===== src/rtl/alu_arbiter.sv =====
// Round-robin arbiter that time-shares one combinational RV32I ALU between NREQ requesters.
// Each granted operation is registered, executed for one cycle, and its result returned over valid/ready.
module alu_arbiter #(
    parameter int unsigned XLEN = 32,
    parameter int unsigned NREQ = 2,
    parameter int unsigned IDW  = (NREQ > 1) ? $clog2(NREQ) : 1
) (
    input  logic                 clk,
    input  logic                 rst_n,
    input  logic [NREQ-1:0]      req_valid,
    output logic [NREQ-1:0]      req_ready,
    input  logic [NREQ*XLEN-1:0] req_a,
    input  logic [NREQ*XLEN-1:0] req_b,
    input  logic [NREQ*5-1:0]    req_shamt,
    input  logic [NREQ-1:0]      req_sub_sra,
    input  logic [NREQ*4-1:0]    req_func,
    output logic [XLEN-1:0]      alu_a,
    output logic [XLEN-1:0]      alu_b,
    output logic [4:0]           alu_shamt,
    output logic                 alu_sub_sra,
    output logic [3:0]           alu_func,
    input  logic [XLEN-1:0]      alu_out,
    output logic [NREQ-1:0]      rsp_valid,
    input  logic [NREQ-1:0]      rsp_ready,
    output logic [XLEN-1:0]      rsp_data,
    output logic                 busy
);

    typedef enum logic [1:0] {
        IDLE = 2'd0,
        EXEC = 2'd1,
        RESP = 2'd2
    } state_t;

    typedef struct packed {
        logic [XLEN-1:0] a;
        logic [XLEN-1:0] b;
        logic [4:0]      shamt;
        logic            sub_sra;
        logic [3:0]      func;
    } op_t;

    state_t         state;
    state_t         state_nxt;
    logic [IDW-1:0] owner;
    logic [IDW-1:0] rr_last;
    logic [IDW-1:0] winner;
    logic           found;
    logic           accept;
    op_t            op_q;
    op_t            op_sel;

    // Round-robin search starting just after the last granted requester.
    always_comb begin
        logic [IDW-1:0] idx;
        idx    = '0;
        winner = '0;
        found  = 1'b0;
        for (int unsigned k = 1; k <= NREQ; k++) begin
            idx = IDW'((32'(rr_last) + k) % NREQ);
            if (!found && req_valid[idx]) begin
                found  = 1'b1;
                winner = idx;
            end
        end
    end

    // Operand mux for the current winner.
    always_comb begin
        op_sel = '0;
        for (int unsigned i = 0; i < NREQ; i++) begin
            if (IDW'(i) == winner) begin
                op_sel.a       = req_a[i*XLEN +: XLEN];
                op_sel.b       = req_b[i*XLEN +: XLEN];
                op_sel.shamt   = req_shamt[i*5 +: 5];
                op_sel.sub_sra = req_sub_sra[i];
                op_sel.func    = req_func[i*4 +: 4];
            end
        end
    end

    always_ff @(posedge clk or negedge rst_n) begin
        if (!rst_n) begin
            state <= IDLE;
        end else begin
            state <= state_nxt;
        end
    end

    always_comb begin
        state_nxt = state;
        req_ready = '0;
        rsp_valid = '0;
        case (state)
            IDLE: begin
                if (found) begin
                    req_ready[winner] = 1'b1;
                    state_nxt         = EXEC;
                end
            end
            EXEC: state_nxt = RESP;
            RESP: begin
                rsp_valid[owner] = 1'b1;
                if (rsp_ready[owner]) begin
                    state_nxt = IDLE;
                end
            end
            default: state_nxt = IDLE;
        endcase
    end

    assign accept = (state == IDLE) && found;
    assign busy   = (state != IDLE);

    // Operand, ownership and result registers; alu_* hold their value between operations.
    always_ff @(posedge clk or negedge rst_n) begin
        if (!rst_n) begin
            op_q     <= '0;
            owner    <= '0;
            rr_last  <= IDW'(NREQ - 1);
            rsp_data <= '0;
        end else begin
            if (accept) begin
                op_q    <= op_sel;
                owner   <= winner;
                rr_last <= winner;
            end
            if (state == EXEC) begin
                rsp_data <= alu_out;
            end
        end
    end

    assign alu_a       = op_q.a;
    assign alu_b       = op_q.b;
    assign alu_shamt   = op_q.shamt;
    assign alu_sub_sra = op_q.sub_sra;
    assign alu_func    = op_q.func;

endmodule

===== config.mk =====
export PLATFORM = sky130hd
export DESIGN_NAME = alu_arbiter
export DESIGN_NICKNAME = d
export VERILOG_FILES = /design/src/rtl/alu_arbiter.sv
export SDC_FILE = /design/constraint.sdc
export NUM_CORES = 1
export LEC_CHECK = 0
export ABC_AREA = 1
export BUFFER_PORTS_ARGS = -buffer_cell sky130_fd_sc_hd__buf_2
export CAP_MARGIN = 10
export CORE_AREA = 2 2 116 118
export DETAILED_ROUTE_END_ITERATION = 8
export DIE_AREA = 0 0 118 120
export PLACE_DENSITY = 0.86
export SLEW_MARGIN = 20
export SYNTH_ARGS = -nofsm -noshare
export SYNTH_HDL_FRONTEND = slang
export SYNTH_SLANG_ARGS = --single-unit

===== constraint.sdc =====
create_clock -name clk -period 1.6 [get_ports clk]
set_input_delay 0.08 -clock clk [delete_from_list [all_inputs] [get_ports clk]]
set_output_delay 0.08 -clock clk [all_outputs]
set_load 0.03 [all_outputs]

==> impl_metrics.ini <==
[synthesis]
synth-compound-area-share = 0.0009381
synthArstFlopShare = 1.000
synth_ff_type = dfrtp_1
synth_fa_ha_area_frac = 0
ys_ff_latch = 110
yosysMostFrequentCell = nand2_1
yosysWarnings = 0
ys_seq_area_frac = 0.5162
netlist.area_leader.share = 0.5113
synth_edf_count = 0
synthDistinctLibCells = 16
synth-xor-area-share = 0
synthCells = 725
synth_commonest_cells = 420 x nand2_1, 109 x dfrtp_1, 107 x nand3_1, 24 x buf_2
synth_nets = 911
netlist_top_cells_area = dfrtp_1 51%, nand2_1 30%, nand3_1 10%
synth-simple-area-share = 0.4189
synthMuxAreaShare = 0
post_synth.cell_area_avg_um2 = 7.359
synth_top_family_by_area = simple AND/OR/NAND/NOR gates
syn_area_mm2 = 0.005335
yosys.area.top_type = dfrtp_1

[floorplanning]
fp.dieW_um = 118
rows = 42
ios = 297
fp.dieH_um = 120
dieArea_mm2 = 0.01416
coreArea_mm2 = 0.01298
start_util = 0.4110

[power]
leakagePower_nw = 4.672
switching_share = 0.5007
p_switching_mw = 7.819
power_frac_comb = 0.549
power-per-cell-area_mw_per_mm2 = 2015
clkPwrFrac = 0.137
p_int_mw = 7.797
finalPower_mw = 15.62
peakVddDrop_v = 0.001077
seqPwrFrac = 0.314

[sta]
setup_viol = 0
finalWorstSetupSlack_ns = 0.04795
period_needed_ns = 1.552
slew_violations = 0
finalCritPeriodShare = 0.9700
slew_headroom = 0.6385
worstMarginPinSlew_ns = 0.5423
clock_skew_ns = 0.01582
fmax_mhz = 644.3
finalHoldViolCount = 0

[clock_network]
cts_inserted_buffers = 9
clockBufferDepth = 2
clock_latency_ns = 0.35
path_clk_slew_ns = 0.07
cts.sinks = 110
ctsHtreeMaxLevel = 3
cts_tree = built
clockRootBuffer = clkbuf_16

[place]
io_buffers = 296
dpl.hpwl_mm = 11.65
gp_congestion = 0.8826
dp_worst_setup_slack_ns = 0.2195

[detailed_routing]
route.detailed.drc = 0
detail-route-antenna-nets = 0
wl_per_cell_um = 14.18
drt-total-wl_mm = 17.37
dr.first_iter.drc_count = 390
vias = 5891
first_pass_iters = 5
avgViaCountPerCell = 4.809

[final_layout]
postLayoutCoreUtil = 0.5970
drive_gt1_frac = 0.3321
syn_to_final_growth_pct = 45.24
fill_cells = 1154
nets = 1229

[setup_path]
critPathMaxFanout = 24
worstPathArrival_ns = 1.47
cp-end-kind = primary output
startpoint_type = register
critPathKind = reg -> out
cp_data_required_time_ns = 1.52

[grt]
antenna_found_initial = 1
grt_pass1_wl_mm = 28.30
gr-total-overflow = 0
grt_use_total = 0.2501
grt_max_degree = 75
grt_pass1_vias = 5767

[flow_run]
drv_cap = 0

[worst_hold_path]
hold_path_class = in -> reg

[outcome]
status = completed
flip-flops by register name, summed over array words and instances (netlist names):
signal	count
alu_b	32
alu_shamt	5
owner	1
state	2
rsp_data	32
rr_last	1
alu_sub_sra	1
alu_func	4
alu_a	32
worst paths after layout:
check | from | endpoint | slack [ns] | cells past startpoint
worst min register to register | rsp_data[1] | rsp_data[1] | 0.47 | 2
worst max-delay path | rr_last | req_ready[1] | 0.05 | 5
max in group asynchronous | rst_n | rr_last | 0.79 | 3
worst max register to register | rr_last | alu_func[1] | 0.17 | 8
min in group asynchronous | rst_n | rsp_data[25] | 0.17 | 2
worst min-delay path | req_a[11] | alu_a[11] | 0.01 | 5
critical path, cell delays in order, from the launching register on:
cell	delay, ns
dfstp_2	0.56
nand2_4	0.07
nand2_4	0.09
buf_12	0.17
nor2_2	0.07
buf_4	0.17
placed cells by master (no fill, tap or decap), types with 2 or more instances in the layout:
cell type        n
buf_12           7
buf_2          292
buf_4           21
clkbuf_16        9
clkinv_4         4
dfrtp_1        109
dlygate4sd3_1   34
inv_1           15
inv_2            2
inv_6            3
nand2_1        418
nand2_4          2
nand3_1        107
nand3b_1        11
nor2_1           4
nor2_2           2
area by class of cell:
cell class	instances	area, um^2	share of cell area
diodes	1	2.502	0.0003229
clock buffers	10	229.0	0.02955
clock inverters	6	52.55	0.006782
inverters	18	72.57	0.009365
multi-input cells	547	2260	0.2916
flip-flops and latches	110	2754	0.3554
well taps	176	220.2	0.02842
repair buffers	357	2158	0.2785
repair_timing:
action,CTS,global route
setup endpoints to repair,2,4
hold buffers,34,0
gates resized for setup,7,11
setup buffers,2,6
pin swaps,1,3
cloned,1,0
hold endpoints to repair,136,0
metrics by stage:
stage	hold WS (ns)	cell area (um^2)	std cells	setup TNS, ns
after floorplan	-0.2156	5335	725	0
after global placement	0.007307	6980	1165	0
after detailed placement	0.01109	6980	1165	0
after CTS	0.003735	7675	1218	0
after global routing	0.02083	7746	1224	-0.02981
final	0.01390	7749	1225	0
power by group through the flow:
stage	clock, mW	combinational [mW]	sequential, mW
final	2.14	8.58	4.90
after global routing	2.29	9.32	5.06
after CTS	2.18	8.41	4.87
after detailed placement	0	8.23	4.87
after global placement	0	8.04	4.84
after floorplan	0	3.15	7.40
metal layers:
| metal | global-route usage | share of wire | vias up |
|---|---|---|---|
| li1 | - | - | 2881 |
| met1 | 0.3078 | 0.40 | 2653 |
| met2 | 0.4291 | 0.50 | 310 |
| met3 | 0.04420 | 0.067 | 47 |
| met4 | 0.1152 | 0.033 | 0 |
| met5 | 0 | 0 | - |
cells by family after synthesis:
logic type,count (synthesis)
buffers and inverters,68
flip-flops,110
AO/OA/AOI/OAI,1
AND/OR/NAND/NOR,546
(Power assumes the default switching activity.)
